$ cat src/rtl/pep9_bus_arbiter_if.sv
// ---------------------------------------------------------------------------
// pep9_bus_arbiter_if
//
// Bundles the signals around the Pep9 SystemBus arbiter:
//   - requester 0 (CPU):    req0, addr0, wdata0, we0 -> ack0
//   - requester 1 (loader): req1, addr1, wdata1, we1 -> ack1
//   - shared results:       rdata, err, busy, owner
//   - SystemBus side:       address, DatatoWrite, we -> DatatoRead, DoneMem
//
// Modports:
//   slave  - the arbiter. It samples requests and bus responses and drives
//            acks, results and the bus command.
//   master - the environment around the arbiter: both requesters plus the
//            memory responding on the SystemBus.
//
// Handshake: reqN is a level. The arbiter answers each granted request
// with exactly one single-cycle ackN pulse; rdata/err are valid while that
// ack is high and hold until the next ack. The requester drops reqN on the
// edge where it samples ackN=1; a reqN still high in IDLE is a new request.
// On the SystemBus the command (address/DatatoWrite/we) is stable from the
// cycle after grant until the edge at which DoneMem=1 is sampled.
// ---------------------------------------------------------------------------
interface pep9_bus_arbiter_if #(
  parameter int AW = 16,
  parameter int DW = 8
);
  // requester 0
  logic          req0;
  logic [AW-1:0] addr0;
  logic [DW-1:0] wdata0;
  logic          we0;
  logic          ack0;
  // requester 1
  logic          req1;
  logic [AW-1:0] addr1;
  logic [DW-1:0] wdata1;
  logic          we1;
  logic          ack1;
  // shared results
  logic [DW-1:0] rdata;
  logic          err;
  logic          busy;
  logic          owner;
  // SystemBus
  logic [AW-1:0] address;
  logic [DW-1:0] DatatoWrite;
  logic          we;
  logic [DW-1:0] DatatoRead;
  logic          DoneMem;

  modport slave (
    input  req0, addr0, wdata0, we0,
    input  req1, addr1, wdata1, we1,
    input  DatatoRead, DoneMem,
    output ack0, ack1, rdata, err, busy, owner,
    output address, DatatoWrite, we
  );

  modport master (
    output req0, addr0, wdata0, we0,
    output req1, addr1, wdata1, we1,
    output DatatoRead, DoneMem,
    input  ack0, ack1, rdata, err, busy, owner,
    input  address, DatatoWrite, we
  );
endinterface

$ cat src/rtl/pep9_bus_arbiter.sv
// ---------------------------------------------------------------------------
// pep9_bus_arbiter
//
// Shares one Pep9 SystemBus memory port between requester 0 (CPU) and
// requester 1 (program loader / debug). Grants round-robin, runs a single
// byte transaction on the bus, waits for DoneMem and returns read data with
// a one-cycle acknowledge. A transaction that never sees DoneMem is aborted
// after TIMEOUT cycles in BUSY and acknowledged with err=1.
//
// Parameters:
//   TIMEOUT - max cycles spent in BUSY waiting for DoneMem (>= 2)
//   AW      - address width
//   DW      - data width
//
// Ports:
//   Sysclk    - clock, all logic on the rising edge
//   reset     - synchronous, active-high reset
//   bus       - pep9_bus_arbiter_if.slave (requests, acks, results, bus)
//   dbg_state - current FSM state (0=IDLE, 1=BUSY, 2=DONE)
//
// Timing (edge E = grant edge):
//   E        : IDLE samples a request, registers the bus command, -> BUSY
//   E+1..    : BUSY, command frozen on the bus, waiting for DoneMem
//   E+k      : DoneMem=1 (or timeout) sampled -> DONE, ack/rdata/err set
//   E+k+1    : DONE -> IDLE, ack cleared
//   Minimum request-to-ack is 2 edges; back-to-back turnaround is one
//   idle cycle.
// ---------------------------------------------------------------------------
module pep9_bus_arbiter #(
  parameter int TIMEOUT = 64,
  parameter int AW      = 16,
  parameter int DW      = 8
) (
  input  logic                Sysclk,
  input  logic                reset,
  pep9_bus_arbiter_if.slave   bus,
  output logic [1:0]          dbg_state
);

  // One extra bit on top of clog2 so TIMEOUT-1 always fits; the abort
  // fires at TIMEOUT-1, so the counter never wraps.
  localparam int CW = $clog2(TIMEOUT) + 1;
  localparam logic [CW-1:0] CNT_LAST = CW'(TIMEOUT - 1);

  typedef enum logic [1:0] {
    IDLE = 2'd0,
    BUSY = 2'd1,
    DONE = 2'd2
  } state_t;

  state_t        state_q, state_d;

  logic          ack0_q, ack0_d;
  logic          ack1_q, ack1_d;
  logic [DW-1:0] rdata_q, rdata_d;
  logic          err_q, err_d;
  logic          owner_q, owner_d;
  logic          last_q, last_d;     // last-granted requester
  logic [AW-1:0] addr_q, addr_d;
  logic [DW-1:0] wdata_q, wdata_d;
  logic          we_q, we_d;
  logic [CW-1:0] cnt_q, cnt_d;

  // Grant selection in IDLE. With both requesting, the one that was not
  // granted last wins; the pointer resets to 1 so requester 0 wins the
  // first tie.
  logic          grant;
  logic          any_req;
  logic [AW-1:0] sel_addr;
  logic [DW-1:0] sel_wdata;
  logic          sel_we;

  always_comb begin
    any_req = bus.req0 | bus.req1;
    if (bus.req0 && bus.req1) begin
      grant = ~last_q;
    end else begin
      grant = bus.req1;
    end
    sel_addr  = grant ? bus.addr1  : bus.addr0;
    sel_wdata = grant ? bus.wdata1 : bus.wdata0;
    sel_we    = grant ? bus.we1    : bus.we0;
  end

  // -------------------------------------------------------------------------
  // State and output registers
  // -------------------------------------------------------------------------
  always_ff @(posedge Sysclk) begin
    if (reset) begin
      state_q <= IDLE;
      ack0_q  <= 1'b0;
      ack1_q  <= 1'b0;
      rdata_q <= '0;
      err_q   <= 1'b0;
      owner_q <= 1'b0;
      last_q  <= 1'b1;
      addr_q  <= '0;
      wdata_q <= '0;
      we_q    <= 1'b0;
      cnt_q   <= '0;
    end else begin
      state_q <= state_d;
      ack0_q  <= ack0_d;
      ack1_q  <= ack1_d;
      rdata_q <= rdata_d;
      err_q   <= err_d;
      owner_q <= owner_d;
      last_q  <= last_d;
      addr_q  <= addr_d;
      wdata_q <= wdata_d;
      we_q    <= we_d;
      cnt_q   <= cnt_d;
    end
  end

  // -------------------------------------------------------------------------
  // Next-state and next-output logic
  // -------------------------------------------------------------------------
  always_comb begin
    // Defaults: hold everything, acks are single-cycle pulses.
    state_d = state_q;
    ack0_d  = 1'b0;
    ack1_d  = 1'b0;
    rdata_d = rdata_q;
    err_d   = err_q;
    owner_d = owner_q;
    last_d  = last_q;
    addr_d  = addr_q;
    wdata_d = wdata_q;
    we_d    = we_q;
    cnt_d   = cnt_q;

    case (state_q)
      IDLE: begin
        if (any_req) begin
          owner_d = grant;
          last_d  = grant;
          addr_d  = sel_addr;
          // Reads never put stale write data on the bus.
          wdata_d = sel_we ? sel_wdata : '0;
          we_d    = sel_we;
          cnt_d   = '0;
          state_d = BUSY;
        end else begin
          // Bus parked at zero; DoneMem is ignored here.
          addr_d  = '0;
          wdata_d = '0;
          we_d    = 1'b0;
        end
      end

      BUSY: begin
        // DoneMem is tested first so that it wins over a timeout landing
        // on the same edge.
        if (bus.DoneMem) begin
          rdata_d = we_q ? '0 : bus.DatatoRead;
          err_d   = 1'b0;
          ack0_d  = ~owner_q;
          ack1_d  = owner_q;
          addr_d  = '0;
          wdata_d = '0;
          we_d    = 1'b0;
          state_d = DONE;
        end else if (cnt_q == CNT_LAST) begin
          rdata_d = '0;
          err_d   = 1'b1;
          ack0_d  = ~owner_q;
          ack1_d  = owner_q;
          addr_d  = '0;
          wdata_d = '0;
          we_d    = 1'b0;
          state_d = DONE;
        end else begin
          cnt_d = cnt_q + CW'(1);
        end
      end

      DONE: begin
        // Ack was raised on entry; one cycle here, then back to IDLE.
        state_d = IDLE;
      end

      default: begin
        state_d = IDLE;
      end
    endcase
  end

  // -------------------------------------------------------------------------
  // Outputs
  // -------------------------------------------------------------------------
  assign bus.ack0        = ack0_q;
  assign bus.ack1        = ack1_q;
  assign bus.rdata       = rdata_q;
  assign bus.err         = err_q;
  assign bus.busy        = (state_q != IDLE);
  assign bus.owner       = owner_q;
  assign bus.address     = addr_q;
  assign bus.DatatoWrite = wdata_q;
  assign bus.we          = we_q;
  assign dbg_state       = state_q;

endmodule

$ cat src/flat_wrapper.sv
// flat-port wrapper written by rule: the top's interface ports become plain ports
module pep9_bus_arbiter_flat 
#(
  parameter int TIMEOUT = 64,
  parameter int AW      = 16,
  parameter int DW      = 8
)
  (Sysclk, reset, dbg_state, bus_req0, bus_addr0, bus_wdata0, bus_we0, bus_req1, bus_addr1, bus_wdata1, bus_we1, bus_DatatoRead, bus_DoneMem, bus_ack0, bus_ack1, bus_rdata, bus_err, bus_busy, bus_owner, bus_address, bus_DatatoWrite, bus_we);
  pep9_bus_arbiter_if #(.AW(AW), .DW(DW)) bus_i ();
  input  logic Sysclk;
  input  logic reset;
  output logic [1:0] dbg_state;
  input wire logic [$bits(bus_i.req0)-1:0] bus_req0;
  input wire logic [$bits(bus_i.addr0)-1:0] bus_addr0;
  input wire logic [$bits(bus_i.wdata0)-1:0] bus_wdata0;
  input wire logic [$bits(bus_i.we0)-1:0] bus_we0;
  input wire logic [$bits(bus_i.req1)-1:0] bus_req1;
  input wire logic [$bits(bus_i.addr1)-1:0] bus_addr1;
  input wire logic [$bits(bus_i.wdata1)-1:0] bus_wdata1;
  input wire logic [$bits(bus_i.we1)-1:0] bus_we1;
  input wire logic [$bits(bus_i.DatatoRead)-1:0] bus_DatatoRead;
  input wire logic [$bits(bus_i.DoneMem)-1:0] bus_DoneMem;
  output wire logic [$bits(bus_i.ack0)-1:0] bus_ack0;
  output wire logic [$bits(bus_i.ack1)-1:0] bus_ack1;
  output wire logic [$bits(bus_i.rdata)-1:0] bus_rdata;
  output wire logic [$bits(bus_i.err)-1:0] bus_err;
  output wire logic [$bits(bus_i.busy)-1:0] bus_busy;
  output wire logic [$bits(bus_i.owner)-1:0] bus_owner;
  output wire logic [$bits(bus_i.address)-1:0] bus_address;
  output wire logic [$bits(bus_i.DatatoWrite)-1:0] bus_DatatoWrite;
  output wire logic [$bits(bus_i.we)-1:0] bus_we;
  assign bus_i.req0 = bus_req0;
  assign bus_i.addr0 = bus_addr0;
  assign bus_i.wdata0 = bus_wdata0;
  assign bus_i.we0 = bus_we0;
  assign bus_i.req1 = bus_req1;
  assign bus_i.addr1 = bus_addr1;
  assign bus_i.wdata1 = bus_wdata1;
  assign bus_i.we1 = bus_we1;
  assign bus_i.DatatoRead = bus_DatatoRead;
  assign bus_i.DoneMem = bus_DoneMem;
  assign bus_ack0 = bus_i.ack0;
  assign bus_ack1 = bus_i.ack1;
  assign bus_rdata = bus_i.rdata;
  assign bus_err = bus_i.err;
  assign bus_busy = bus_i.busy;
  assign bus_owner = bus_i.owner;
  assign bus_address = bus_i.address;
  assign bus_DatatoWrite = bus_i.DatatoWrite;
  assign bus_we = bus_i.we;
  pep9_bus_arbiter #(.TIMEOUT(TIMEOUT), .AW(AW), .DW(DW)) u_core (.Sysclk(Sysclk), .reset(reset), .bus(bus_i), .dbg_state(dbg_state));
endmodule
$ cat config.mk
export PLATFORM = sky130hd
export DESIGN_NAME = pep9_bus_arbiter_flat
export DESIGN_NICKNAME = d
export VERILOG_FILES = /design/src/rtl/pep9_bus_arbiter_if.sv /design/src/rtl/pep9_bus_arbiter.sv /design/src/flat_wrapper.sv
export SDC_FILE = /design/constraint.sdc
export NUM_CORES = 1
export LEC_CHECK = 0
export ABC_AREA = 1
export BUFFER_PORTS_ARGS = -buffer_cell sky130_fd_sc_hd__buf_2
export CELL_PAD_IN_SITES_DETAIL_PLACEMENT = 1
export CELL_PAD_IN_SITES_GLOBAL_PLACEMENT = 1
export CORE_MARGIN = 2
export CORE_UTILIZATION = 29
export CTS_BUF_LIST = sky130_fd_sc_hd__clkbuf_4
export DETAILED_ROUTE_END_ITERATION = 6
export PLACE_DENSITY = 0.79
export SLEW_MARGIN = 20
export SYNTH_ARGS = -nofsm -noshare
export SYNTH_HDL_FRONTEND = slang
export SYNTH_SLANG_ARGS = --single-unit
$ cat constraint.sdc
create_clock -name Sysclk -period 1.5 [get_ports Sysclk]
set_clock_uncertainty 0.05 [all_clocks]
set_input_delay 0.075 -clock Sysclk [delete_from_list [all_inputs] [get_ports Sysclk]]
set_output_delay 0.075 -clock Sysclk [all_outputs]
set_load 0.01 [all_outputs]
Word level (Yosys, flattened, before mapping) --
Cells that the tools add are included.
Storage, ports and cells: flip-flop bits (word level) 47, input bits 63, output and inout bits 40, word-level logic and storage cells 66
Operators by class: $add $sub $neg 1, equality and inequality tests 6, mux-type cells 33, bitwise gates (word level) 4, reduce and logical (&&, ||, !) cells 11
Operators by type and width (number):
- 2-to-1 mux 16 bit | 4
- 2-to-1 mux 8 bit | 7
- one-hot mux 16 bit (2 select lines) | 1
- 2-to-1 mux 7 bit | 3
- one-hot mux 8 bit (2 select lines) | 1
- one-hot mux 7 bit (2 select lines) | 1
- 2-to-1 mux 1 bit | 11
- AND reduction 2 bit | 4
- adder 7 x 1 -> 7 bit, second input constant | 1
- == test 7 x 6 -> 1 bit, second input constant | 1
- 2-to-1 mux 2 bit | 3
- nonzero test 2 bit | 3
- != test 2 bit, second input constant | 2
- one-hot mux 2 bit (2 select lines) | 1
- AND reduction 4 bit | 1
- != test 3 x 2 -> 1 bit, second input constant | 1
- NOT 1 bit | 3
- == test 2 x 1 -> 1 bit, second input constant | 1
- logical NOT 2 bit | 1
- != test 2 x 1 -> 1 bit, second input constant | 1
- one-hot mux 1 bit (2 select lines) | 1
- OR reduction 2 bit | 1
- logical AND 1 bit | 1
- bitwise OR 1 bit | 1

Logic depth before layout (Yosys ltp) --
word-level depth 6, depth in mapped cells 9, mapped depth without buffers 9

Worst setup path before layout --
Ideal clock, no wire load.
path kind reg-to-reg, from reg u_core.cnt_q[0], to reg u_core.cnt_q[6], setup time 0.121 ns, arrival time 1.285 ns, data required time 1.329 ns, setup slack 0.044 ns, cell stages (with the launch flop) 10, buffers on the path 1, period minus slack after synthesis 1.456 ns, path through dfxtp_1 ha_1 nand2_2 nor2_2 nand2_2 nand2_1 nand2_1 buf_2 o21ai_0 a21oi_1
Between the ends: cells in the longest elaborated chain, start to end 4, elaborated cells on any way between the ends 7, those cells by class add/sub (1); eq/ne (2); mux (3); reduce/logical (1)
Ends and longest elaborated chain:
- start: declaration | line pep9_bus_arbiter.sv:62 | logic [CW-1:0] cnt_q, cnt_d;
- start signal: assignment | line pep9_bus_arbiter.sv:112 | cnt_q <= cnt_d;
- adder 7 x 1 -> 7 bit | line pep9_bus_arbiter.sv:174 | cnt_d = cnt_q + CW'(1);
- 2-to-1 mux 7 bit | line pep9_bus_arbiter.sv:164 | end else if (cnt_q == CNT_LAST) begin
- 2-to-1 mux 7 bit | line pep9_bus_arbiter.sv:155 | if (bus.DoneMem) begin
- one-hot mux 7 bit (2 select lines) | line pep9_bus_arbiter.sv:133 | case (state_q)
Several ways; a longest one is shown, not always the timed one. The select of a mux whose other input is x is not followed. A chain may end at the register's enable or synchronous reset.

Worst setup path in the final report --
from reg u_core.cnt_q[0], to reg u_core.addr_q[5], in the netlist u_core.bus.address[5]
Between the ends: cells in the longest elaborated chain, start to end 3
Ends and longest elaborated chain:
- == test 7 x 6 -> 1 bit | line pep9_bus_arbiter.sv:164
- != test 3 x 2 -> 1 bit (no line)
- AND reduction 2 bit (no line)
- end signal: assignment | line pep9_bus_arbiter.sv:109 | addr_q <= addr_d;
- end: declaration | line pep9_bus_arbiter.sv:59 | logic [AW-1:0] addr_q, addr_d;
No other way between the ends.

==> flow_metrics.tcl <==
set metrics [dict create \
    ys_types 25 \
    grt_max_degree 28 \
    start_util 0.299 \
    final_layout_size_suffix_gt1_frac 0.420 \
    synthSimpleGateAreaFrac 0.344 \
    setup_ws_ns -0.225 \
    synth_xor_area_frac 0 \
    crit_chain "ha_4 -> nand2_4 -> nor2_4 -> nand2_2 -> buf_4 -> nand2_8 -> buf_6 -> nand2_8 -> clkbuf_16 -> nand2_1 -> a21oi_1" \
    cts_made_buffers 5 \
    timing.rr.end "u_core.bus.address[5]$_SDFFE_PP0P_" \
    whs_ns -0.00872 \
    die_y_um 90.5 \
    netlist_area_um2 2170 \
    core_area_um2 7250 \
    placedCellCount 523 \
    place_hpwl_um 5480 \
    syn_nets 382 \
    clk_pin_slew_ns 0.17 \
    diodes 0 \
    reg2regPathDepth 11 \
    layout.nets 542 \
    vias_per_cell 4.98 \
    yosysWarningCount 0 \
    cp_slowest_cell "dfxtp_2" \
    power_density_nw_per_um2 851 \
    drt_pass1_iterations 4 \
    synth_top_cell_area_share 0.433 \
    syn_inst 318 \
    routed-via-count 2879 \
    stdcell_count 578 \
    period_needed_ns 1.72 \
    drtIter0Drc 109 \
    critPathMaxFanout 6 \
    crit_family "buffers and inverters" \
    grt_usage 0.230 \
    final_area_um2 3840 \
    max_freq_ghz 0.580 \
    setup_tns_ns -5.98 \
    setup_viol 40 \
    total_power_mw 3.27 \
    synthMuxAreaShare 0 \
    io_buffers 102 \
    antenna_found_initial 0 \
    ys_ff_latch 47 \
    critPathLaunch "u_core.cnt_q[0]$_SDFFE_PP0P_" \
    report.final.hold_viol_count 1 \
    cts_tree "built" \
    cp_common_cell "nand2_8" \
    gp_congestion 0.871 \
    timing_worst_setup_path_type "reg -> reg" \
    place_ws_ns -0.215 \
    cts_buffer_depth 2 \
    area_growth_syn_to_layout_pct 77.0 \
    r2r-start "u_core.cnt_q[0]$_SDFFE_PP0P_" \
    clk_latency_ns 0.38 \
    status "finished, violations left" \
    fillCellCount 920 \
    h-tree-depth 2 \
    worst_slew_pin_slew_ns 0.348 \
    min_path_type "in -> reg" \
    maxCapViolations 0 \
    cts.sink_count 47 \
    cp-endpoint "u_core.bus.address[5]$_SDFFE_PP0P_" \
    r2r_setup_slack_ns -0.22 \
    slew_violations 0 \
    p_leak_nw 1.77 \
    ant_nets 0 \
    ys_seq_area_frac 0.433 \
    required_ns 1.70 \
    placedInstanceArea_um2 2930 \
    post-route-period-util 1.15 \
    chipWidth_um 90.5 \
    critical_path_arrival_ns 1.93 \
    globalRouteOverflowTotal 0 \
    synth_top_family_by_area "simple AND/OR/NAND/NOR gates" \
    ios 103 \
    end_kind "flop" \
    synth_area_leaders "dfxtp_1, nand2_1, a21oi_1, nand3_1, nor2_1" \
    peakVddDrop_v 0.000414 \
    post-route-util 0.530 \
    cp-start-kind "flop" \
    dieArea_um2 8190 \
    grt_pass1_wl_um 15100 \
    wl_per_cell_um 17.7 \
    yosys.area.top_type "dfxtp_1" \
    maxSlewHeadroom 0.767 \
    rsz0062_at_grt "true" \
    avgSynthCellArea_um2 6.83 \
    num_rows 31 \
    totalWireLength_um 10200 \
    synthAdderAreaFrac 0.00576 \
    drc 0 \
    cts-root-buf "clkbuf_4" \
    violations "hold timing, setup timing" \
    slowest_delay_ns 0.40 \
    path_depth 11 \
    cp_num_buf_inv 3 \
    grt_pass1_vias 3034 \
    synth_compound_gate_area_share 0.156 \
]
## kinds of logic after synthesis
| family | Yosys count |
|---|---|
| compound gates | 65 |
| fa+ha+maj | 1 |
| buf+inv | 27 |
| flops | 47 |
| simple gates | 178 |
## Yosys cell counts (all sizes together)
library cell,n
nor3b,2
nor2,14
nand2,143
buf,11
ha,1
nor3,2
or2,1
nand3,14
o21ai,5
nand3b,2
clkbuf,5
inv,11
o211ai,1
a21oi,59
dfxtp,47
## tightest hold or removal path: stages
cell and delay (ns):
buf_2 0.09, nand2_1 0.05, a21oi_1 0.08, nand2_4 0.06, a21oi_2 0.04
## routing by layer
metal	wire length, um	vias to the layer above	GRT usage
met5	0	-	0
met2	5360	105	0.429
li1	-	1348	-
met1	3940	1391	0.265
met4	438	0	0.0833
met3	462	35	0.0326
## final cells by class
class	count	area, um^2	share of cell area
multi-input combinational	246	1360	0.355
clock inverter	3	47.5	0.0124
inverter	11	48.8	0.0127
timing repair buffer	167	1280	0.332
sequential	47	945	0.246
tap	99	124	0.0322
clock buffer	5	37.5	0.00977
## worst min path at each step
stage	from	end	slack (ns)	cells after the start
floorplan	bus_DatatoRead[0]	u_core.bus.rdata[0]$_SDFFE_PP0P_	0.17	2
global placement	bus_DatatoRead[6]	u_core.bus.rdata[6]$_SDFFE_PP0P_	0.28	3
detailed placement	bus_DatatoRead[4]	u_core.bus.rdata[4]$_SDFFE_PP0P_	0.29	3
CTS	bus_addr0[3]	u_core.bus.address[3]$_SDFFE_PP0P_	0.001	5
global route	bus_addr1[9]	u_core.bus.address[9]$_SDFFE_PP0P_	-0.003	5
finish	bus_addr1[9]	u_core.bus.address[9]$_SDFFE_PP0P_	-0.009	5
## state kept, by name, summed over array words and instances (netlist names)
name / count
u_core.bus.err: 1
u_core.bus.ack0: 1
u_core.bus.address: 16
u_core.bus.DatatoWrite: 8
u_core.bus.owner: 1
u_core.bus.ack1: 1
u_core.cnt_q: 7
u_core.dbg_state: 2
u_core.bus.we: 1
u_core.bus.rdata: 8
u_core.last_q: 1
## power breakdown
part | internal (mW) | switching, mW | leakage (nW) | total, mW
Clock | 0.360 | 0.465 | 0.0458 | 0.825
Sequential | 1.33 | 0.0641 | 0.385 | 1.40
Combinational | 0.490 | 0.557 | 1.34 | 1.05
Total | 2.18 | 1.09 | 1.77 | 3.27
## placed cells by master, fill, tap and decap left out, types with 4 or more instances in the layout
cell type and count:
inv_1 7, buf_16 4, clkbuf_4 5, nand2_8 6
nor2_1 10, nand2_4 6, a21oi_2 14, nand3_1 14
nand2_1 121, a21oi_1 44, buf_12 7, dfxtp_1 44
nand2_2 12, nor2_4 4, dlygate4sd3_1 33, buf_2 102
buf_4 17, o21ai_2 4
## repair_timing
action                                  in CTS  in global routing
resized for setup                           27                 50
hold buffers                                32                  1
gates cloned                                 5                  2
endpoints found under the setup margin      44                 44
hold endpoints to repair                    22                  1
pin swaps                                    2                  9
setup buffers                                5                  2
No activity file was read; power rests on OpenSTA's default activity.
